**src/rtl/uart_pkg.sv**
```systemverilog
// Shared types and helpers for the debug UART receiver.
package uart_pkg;

  typedef enum logic [2:0] {IDLE, START, DATA, STOP, BREAK} uart_rx_state_t;

  localparam int DEF_CLK_HZ     = 50_000_000;
  localparam int DEF_BAUD       = 115_200;
  localparam int DEF_OVERSAMPLE = 16;

  // Clocks per oversample tick, rounded to nearest, never below 1.
  function automatic int tick_div(input int clk_hz, input int baud, input int os);
    int den;
    int q;
    den = baud * os;
    q   = (clk_hz + den / 2) / den;
    return (q < 1) ? 1 : q;
  endfunction

endpackage

```
**src/rtl/uart_baud_tick.sv**
```systemverilog
// Oversample tick generator: one-clock pulse every DIV clocks, restartable.
module uart_baud_tick #(
  parameter int DIV = 27
) (
  input  logic clk,
  input  logic rst_n,
  input  logic restart_i,
  output logic tick_o
);

  localparam int CW = (DIV > 1) ? $clog2(DIV) : 1;
  localparam logic [CW-1:0] LAST = CW'(DIV - 1);

  logic [CW-1:0] cnt_q, cnt_d;

  assign tick_o = (cnt_q == LAST);

  always_comb begin
    cnt_d = cnt_q + CW'(1);
    if (restart_i || tick_o) cnt_d = '0;
  end

  always_ff @(posedge clk or negedge rst_n) begin
    if (!rst_n) cnt_q <= '0;
    else        cnt_q <= cnt_d;
  end

endmodule

```
**src/rtl/debug_uart_rx.sv**
```systemverilog
// 8N1 receiver for the debugger command path: one byte buffer with sticky
// ready, framing-error and overrun flags, acknowledged by rdy_clr.
module debug_uart_rx
  import uart_pkg::*;
#(
  parameter int CLK_HZ     = DEF_CLK_HZ,
  parameter int BAUD       = DEF_BAUD,
  parameter int OVERSAMPLE = DEF_OVERSAMPLE
) (
  input  logic       clk,
  input  logic       rst,
  input  logic       rx,
  input  logic       rdy_clr,
  output logic [7:0] dout,
  output logic       rdy,
  output logic       frame_err,
  output logic       overrun,
  output logic       busy
);

  localparam int TICK_DIV = tick_div(CLK_HZ, BAUD, OVERSAMPLE);
  localparam int TW       = $clog2(OVERSAMPLE);
  localparam logic [TW-1:0] HALF_LAST = TW'(OVERSAMPLE / 2 - 1);
  localparam logic [TW-1:0] FULL_LAST = TW'(OVERSAMPLE - 1);

  uart_rx_state_t state_q, state_d;
  logic [1:0]    sync_q;
  logic          rx_s;
  logic [TW-1:0] tcnt_q, tcnt_d;
  logic [2:0]    bit_q, bit_d;
  logic [7:0]    shift_q, shift_d;
  logic [7:0]    dout_q, dout_d;
  logic          rdy_q, rdy_d;
  logic          ferr_q, ferr_d;
  logic          ovr_q, ovr_d;
  logic          restart;
  logic          tick;

  assign rx_s = sync_q[1];

  uart_baud_tick #(.DIV(TICK_DIV)) u_tick (
    .clk       (clk),
    .rst_n     (rst),
    .restart_i (restart),
    .tick_o    (tick)
  );

  always_comb begin
    state_d = state_q;
    tcnt_d  = tcnt_q;
    bit_d   = bit_q;
    shift_d = shift_q;
    dout_d  = dout_q;
    restart = 1'b0;
    // Clear first so a flag set later in this cycle takes priority.
    rdy_d   = rdy_q  & ~rdy_clr;
    ferr_d  = ferr_q & ~rdy_clr;
    ovr_d   = ovr_q  & ~rdy_clr;

    unique case (state_q)
      IDLE: begin
        if (!rx_s) begin
          state_d = START;
          tcnt_d  = '0;
          restart = 1'b1;
        end
      end
      START: begin
        if (tick) begin
          if (tcnt_q == HALF_LAST) begin
            tcnt_d  = '0;
            bit_d   = '0;
            state_d = rx_s ? IDLE : DATA;
          end else begin
            tcnt_d = tcnt_q + TW'(1);
          end
        end
      end
      DATA: begin
        if (tick) begin
          if (tcnt_q == FULL_LAST) begin
            tcnt_d  = '0;
            shift_d = {rx_s, shift_q[7:1]};
            bit_d   = bit_q + 3'd1;
            if (bit_q == 3'd7) state_d = STOP;
          end else begin
            tcnt_d = tcnt_q + TW'(1);
          end
        end
      end
      STOP: begin
        if (tick) begin
          if (tcnt_q == FULL_LAST) begin
            tcnt_d = '0;
            // Returning to IDLE at mid-stop leaves room for a back-to-back start bit.
            if (rx_s) begin
              dout_d  = shift_q;
              rdy_d   = 1'b1;
              if (rdy_q && !rdy_clr) ovr_d = 1'b1;
              state_d = IDLE;
            end else begin
              ferr_d  = 1'b1;
              state_d = BREAK;
            end
          end else begin
            tcnt_d = tcnt_q + TW'(1);
          end
        end
      end
      BREAK: begin
        if (rx_s) state_d = IDLE;
      end
      default: state_d = IDLE;
    endcase
  end

  always_ff @(posedge clk or negedge rst) begin
    if (!rst) begin
      state_q <= IDLE;
      sync_q  <= 2'b11;
      tcnt_q  <= '0;
      bit_q   <= '0;
      shift_q <= '0;
      dout_q  <= '0;
      rdy_q   <= 1'b0;
      ferr_q  <= 1'b0;
      ovr_q   <= 1'b0;
    end else begin
      state_q <= state_d;
      sync_q  <= {sync_q[0], rx};
      tcnt_q  <= tcnt_d;
      bit_q   <= bit_d;
      shift_q <= shift_d;
      dout_q  <= dout_d;
      rdy_q   <= rdy_d;
      ferr_q  <= ferr_d;
      ovr_q   <= ovr_d;
    end
  end

  assign dout      = dout_q;
  assign rdy       = rdy_q;
  assign frame_err = ferr_q;
  assign overrun   = ovr_q;
  assign busy      = (state_q != IDLE);

endmodule
```
**config.mk**
```make
export PLATFORM = sky130hd
export DESIGN_NAME = debug_uart_rx
export DESIGN_NICKNAME = d
export VERILOG_FILES = /design/src/rtl/uart_pkg.sv /design/src/rtl/uart_baud_tick.sv /design/src/rtl/debug_uart_rx.sv
export SDC_FILE = /design/constraint.sdc
export NUM_CORES = 1
export LEC_CHECK = 0
export CAP_MARGIN = 40
export CORE_UTILIZATION = 40
export CTS_CLUSTER_SIZE = 24
export DETAILED_ROUTE_END_ITERATION = 10
export PLACE_DENSITY = 0.57
export SLEW_MARGIN = 20
export SYNTH_ARGS = -nofsm -noshare
export SYNTH_HDL_FRONTEND = slang
export SYNTH_HIERARCHICAL = 1
export SYNTH_SLANG_ARGS = --single-unit
```
**constraint.sdc**
```tcl
create_clock -name clk -period 2.3 [get_ports clk]
set_input_delay 0.69 -clock clk [delete_from_list [all_inputs] [get_ports clk]]
set_output_delay 0.69 -clock clk [all_outputs]
set_load 0.01 [all_outputs]
```
==> qor.yml, run 1 <==
status: "finished clean"
slew_headroom_pct: 49.7
drt_pre_antenna_iters: 4
cts_max_level: 2
fmax_mhz: 456
synthesis.area_sq_um: 1740
final_core_utilization_pct: 50.0
rsz0062_at_grt: "false"
synth_commonest_cells: "dfrtp_1 (34), mux2_2 (16), inv_1 (7), a21oi_1 (6), nand2_1 (6)"
synthArstFlopShare_pct: 100
synthTopCellsByArea: "dfrtp_1 (49%), mux2_2 (10%), ha_1 (3.6%)"
cts_hold_buf: 0
worstSetupStartpointType: "flop"
numCtsBuffers: 5
dp.cells: 205
combPwrFrac_pct: 1.6
dpl.hpwl_microns: 2320
synth.avg_cell_area_sq_um: 11.9
critPathMaxFanout: 2
p_leak_nw: 0.938
synth-edff-count: 0
viasPerCell: 5.54
design.core.area_sq_um: 4090
endpoint_kind: "primary output"
yosys.cell_count.top_type: "dfrtp_1"
cts_tree: "yes"
synth_warnings: 6
wl_per_cell_microns: 16.5
clock_path_buffers: 2
postCtsSetupRepairBufs: 0
power.switching_uw: 257
finalMaxSlewViolations: 0
yosysTopAreaCell: "dfrtp_1"
hp-class: "reg2reg"
gp_congestion: 0.751
grt-ovfl-total: 0
syn-num-nets: 155
nets: 171
crit_required_ps: 1610
rows: 23
cts.sink_count: 36
finalSetupViolCount: 0
p_int_uw: 963
whs_ps: 362
period_share_pct: 95.4
synthCells: 146
period_minus_slack_ps: 2190
grt_pass1_wl_microns: 6160
clk_transition_reported_paths_ps: 80
die_area_sq_um: 4630
crit_arrival_ps: 1500
powerDensity_nw_per_um2: 597
antenna_left: 0
grt_max_degree: 37
routed_wirelength_microns: 3510
antenna_found_initial: 0
cts.repair.resized: 0
clk_latency_ps: 290
num_vias: 1179
io_pins: 16
tightest_slew_ps: 748
port_buffers: 15
area_growth_pct: 17.2
dieWidth_microns: 68.0
finalPower_mw: 1.22
vdd_ir_drop_max_mv: 0.463
yosysSeqAreaShare_pct: 51.8
insertedDiodeCount: 0
skew_ps: 9.22
initialDrtViolationCount: 83
grt_use_total_pct: 18.8
cts_root_buf: "clkbuf_8"
drive_gt1_share_pct: 20.9
grt_pass1_vias: 1243
setup_tns_ps: 0
finalHoldViolCount: 0
start_util_pct: 42.7
pwr-share-seq_pct: 52.4
ys_ff_latch: 36
die_y_microns: 68.0
synth_flop_cell: "dfrtp_1"
yosysUniqueCellTypes: 41
path_class: "reg2out"
maxCapViolations: 0
final_cells: 213
drc_errors: 0
swShare_pct: 21.0
pwr-share-clk_pct: 46.0
synth_top_area_share_pct: 48.8
[cell families (layout without fill, tap and decap cells)]
logic type / after synthesis / in the layout / share of synthesized area [%]
simple gates: 40 / 40 / 16.1
flops: 36 / 36 / 51.8
compound gates: 27 / 27 / 10.7
mux: 18 / 18 / 11.8
buf+inv: 18 / 35 / 5.03
fa+ha+maj: 5 / 5 / 3.59
xor+xnor: 2 / 2 / 1.01
[area by class of cell]
type | instances | area [sq um]
fillers | 375 | 2040
flip-flops and latches | 36 | 903
multi-input cells | 92 | 752
repair buffers | 20 | 188
clock buffers | 5 | 68.8
well taps | 50 | 62.6
clock inverters | 3 | 42.5
inverters | 7 | 26.3
[metal layers]
layer | track usage, % | up-vias | share of wire, %
met5 | 0 | - | 0
met4 | 7.81 | 0 | 1.7
met3 | 5.33 | 7 | 3.8
met2 | 30.6 | 21 | 51
met1 | 23.2 | 586 | 43
li1 | - | 565 | -
[placed cells by master, fill, tap and decap left out, drive strengths merged, types with 2 or more instances in the layout]
| cell | n |
|---|---|
| and4b | 2 |
| and3 | 2 |
| o21bai | 2 |
| nand2 | 6 |
| or3 | 2 |
| clkbuf | 5 |
| clkdlybuf4s50 | 15 |
| nor4 | 4 |
| nor2b | 2 |
| buf | 5 |
| dfstp | 2 |
| o21ai | 4 |
| nor3 | 3 |
| nand3b | 2 |
| inv | 7 |
| dfrtp | 34 |
| xnor2 | 2 |
| o22ai | 4 |
| a21oi | 6 |
| nand3 | 2 |
| ha | 5 |
| a311oi | 2 |
| nor3b | 4 |
| a22o | 2 |
| mux2 | 17 |
| and4 | 3 |
| nor2 | 4 |
[flip-flops by register name, summed over array words and instances, names as in the netlist]
name	count
dout	8
shift_q	8
u_tick/cnt_q	5
tcnt_q	4
bit_q	3
state_q	3
sync_q	2
frame_err	1
overrun	1
rdy	1
[through the flow]
| stage | cell area, sq um | setup WS [ps] |
|---|---|---|
| 4_1_cts | 2040 | 79.8 |
| 5_1_grt | 2040 | 29.7 |
| 3_5_place_dp | 1930 | 279 |
| 2_1_floorplan | 1740 | 278 |
| 6_report | 2040 | 106 |
| 3_3_place_gp | 1930 | 338 |
[path summary, 6_finish.rpt]
kind	startpoint	slack [ps]	endpoint	cells after the start
min	sync_q[0]$_DFF_PN1_	360	sync_q[1]$_DFF_PN1_	0
max	state_q[2]$_DFFE_PN0P_	110	busy	2
min in group asynchronous	rst	800	tcnt_q[0]$_DFFE_PN0P_	2
max in group asynchronous	rst	1140	sync_q[0]$_DFF_PN1_	2
min reg2reg	sync_q[0]$_DFF_PN1_	360	sync_q[1]$_DFF_PN1_	0
max reg2reg	u_tick/cnt_q[0]$_DFF_PN0_	300	bit_q[0]$_DFFE_PN0P_	7
[power by group through the flow]
stage / logic [mW] / registers (mW) / clock network (mW)
2_1_floorplan: 0.00329 / 0.648 / 0
3_3_place_gp: 0.0206 / 0.651 / 0
3_5_place_dp: 0.0211 / 0.651 / 0
4_1_cts: 0.0211 / 0.639 / 0.580
5_1_grt: 0.0231 / 0.639 / 0.606
6_report: 0.0199 / 0.639 / 0.561
[worst max-delay path, cell delays in order, from the launching register on]
cell and delay [ps]:
dfrtp_1 380, or3_1 360, clkdlybuf4s50_1 480
(Power assumes the default switching activity.)
==> run 2: changes to the inputs <==
Settings changed: CORE_UTILIZATION 40 to 56, PLACE_DENSITY 0.57 to 0.76.
==> run 2 against run 1 <==
  * The run now ends with DRC left
  * Highest routed layer unchanged
  * Count of clock-buffer cells in the layout is the same
  * Largest cell class unchanged
  * Worst setup slack better by 96 ps
  * Via count rose by 1.0%
  * Sequential share of layout area is 1.2 points higher
  * Worst hold slack improved by 9.0 ps
  * Sequential power is essentially flat
  * Critical path type is now reg2reg
  * Final cell count shrank 8.9%
  * Maximum frequency is 4.6% higher
  * Combinational power about the same
==> qor.yml, run 2 (same netlist as run 1, synthesis figures left out) <==
io_pins: 16
reg2reg_to: "dout[3]$_DFFE_PN0P_"
antenna_found_initial: 0
grt_most_used_layer: "met2"
fillCellCount: 207
period_minus_slack_ps: 2100
use_met1_pct: 30.2
r2r-start: "u_tick/cnt_q[0]$_DFF_PN0_"
design.core.area_sq_um: 2850
grt-ovfl-total: 0
worst_slack_ps: 202
cts_tree: "yes"
whs_ps: 371
period_share_pct: 91.2
path_class: "reg2reg"
grt_use_met2_pct: 38.4
dp.cells: 186
cts_root_buf: "clkbuf_4"
grt_max_degree: 37
gp_congestion: 0.804
worstHoldStart: "sync_q[0]$_DFF_PN1_"
endpoint_kind: "flop"
setup_tns_ps: 0
cts_max_level: 2
clk_transition_reported_paths_ps: 130
holdPathStages: 0
pre_cts_ws_ps: 250
drive_gt1_share_pct: 20.9
cts.sink_count: 36
cts_hold_buf: 0
clk_latency_ps: 350
crit_arrival_ps: 2330
status: "finished with violations"
vdd_ir_drop_max_mv: 0.610
clock_path_buffers: 2
die_area_sq_um: 3340
design_area_sq_um: 1990
hold_path_end: "sync_q[1]$_DFF_PN1_"
antenna_left: 0
num_vias: 1191
r2r_setup_slack_ps: 200
hp-class: "reg2reg"
final_cells: 194
grt_pass1_wl_microns: 5780
finalPower_mw: 1.11
postCtsSetupRepairBufs: 0
finalMaxSlewViolations: 0
ff_latch_area_sq_um: 903
port_buffers: 15
rows: 19
p_leak_nw: 0.925
dpl.hpwl_microns: 2230
viasPerCell: 6.14
final_cell_mix: "dfrtp_1 (34), mux2_2 (16), clkdlybuf4s50_1 (14), inv_1 (7)"
grt_pass1_vias: 1178
r2r_cells: 6
maxCapViolations: 0
violations: "DRC"
numCtsBuffers: 5
postPlaceCellArea_sq_um: 1910
drt_pre_antenna_iters: 7
die_y_microns: 57.8
tightest_slew_ps: 703
multi_input_area_sq_um: 752
crit_required_ps: 2530
slew_headroom_pct: 52.7
finalSetupViolCount: 0
drc_errors: 1
critPathMaxFanout: 9
skew_ps: 21.4
initialDrtViolationCount: 53
insertedDiodeCount: 0
dieWidth_microns: 57.8
routed_wirelength_microns: 3280
final_common_cell: "dfrtp_1"
nets: 171
met3_usage_pct: 6.25
grt_use_total_pct: 23.6
fmax_mhz: 477
powerDensity_nw_per_um2: 557
start_util_pct: 61.1
rsz0062_at_grt: "false"
worstSetupStartpointType: "flop"
wl_per_cell_microns: 16.9
area_growth_pct: 14.2
finalHoldViolCount: 0
final_core_utilization_pct: 69.8
[run 2: cell types whose count changed in the layout (fill, tap and decap cells not counted), sizes merged]
cell and delta:
clkdlybuf4s50 -1, dlymetal6s2s +1
[run 2: where the power goes]
part,switching [mW],leakage (nW),internal (mW),total (mW)
Combinational,0.0135,0.412,0.00625,0.0198
Sequential,0.00295,0.471,0.636,0.639
Clock,0.223,0.0412,0.227,0.450
Total,0.239,0.925,0.869,1.11
[run 2: worst max-delay path by stage]
stage                              start                   end  slack, ps  depth (start not counted)
3_5_place_dp   u_tick/cnt_q[0]$_DFF_PN0_   dout[1]$_DFFE_PN0P_        250                          6
3_3_place_gp   u_tick/cnt_q[0]$_DFF_PN0_   dout[6]$_DFFE_PN0P_        340                          6
5_1_grt        u_tick/cnt_q[0]$_DFF_PN0_   dout[3]$_DFFE_PN0P_         90                          6
6_report       u_tick/cnt_q[0]$_DFF_PN0_   dout[3]$_DFFE_PN0P_        200                          6
2_1_floorplan  u_tick/cnt_q[0]$_DFF_PN0_  bit_q[0]$_DFFE_PN0P_        280                          8
4_1_cts           state_q[2]$_DFFE_PN0P_                  busy         10                          2
[run 2: timing repair]
action	4_1_cts	5_1_grt
resized for setup	0	1
endpoints found under the setup margin	0	1
endpoints found under the hold margin	0	0
[run 2: routing by layer]
metal | part of all wire, % | vias up
li1 | - | 567
met1 | 44 | 586
met2 | 49 | 29
met3 | 4.2 | 9
met4 | 2.3 | 0
met5 | 0 | -
[run 2: cell type report]
cell class,count,area share [%]
timing repair buffer,20,9.55
clock buffer,5,1.89
sequential,36,45.4
clock inverter,3,2.14
inverter,7,1.32
multi-input combinational,92,37.8
tap,31,1.95
[run 2: worst max-delay path, stage by stage, from the launching register on]
cell,delay (ps)
dfrtp_1,440
inv_1,80
ha_1,130
and4b_1,240
and4b_1,260
and3_1,430
mux2_2,390
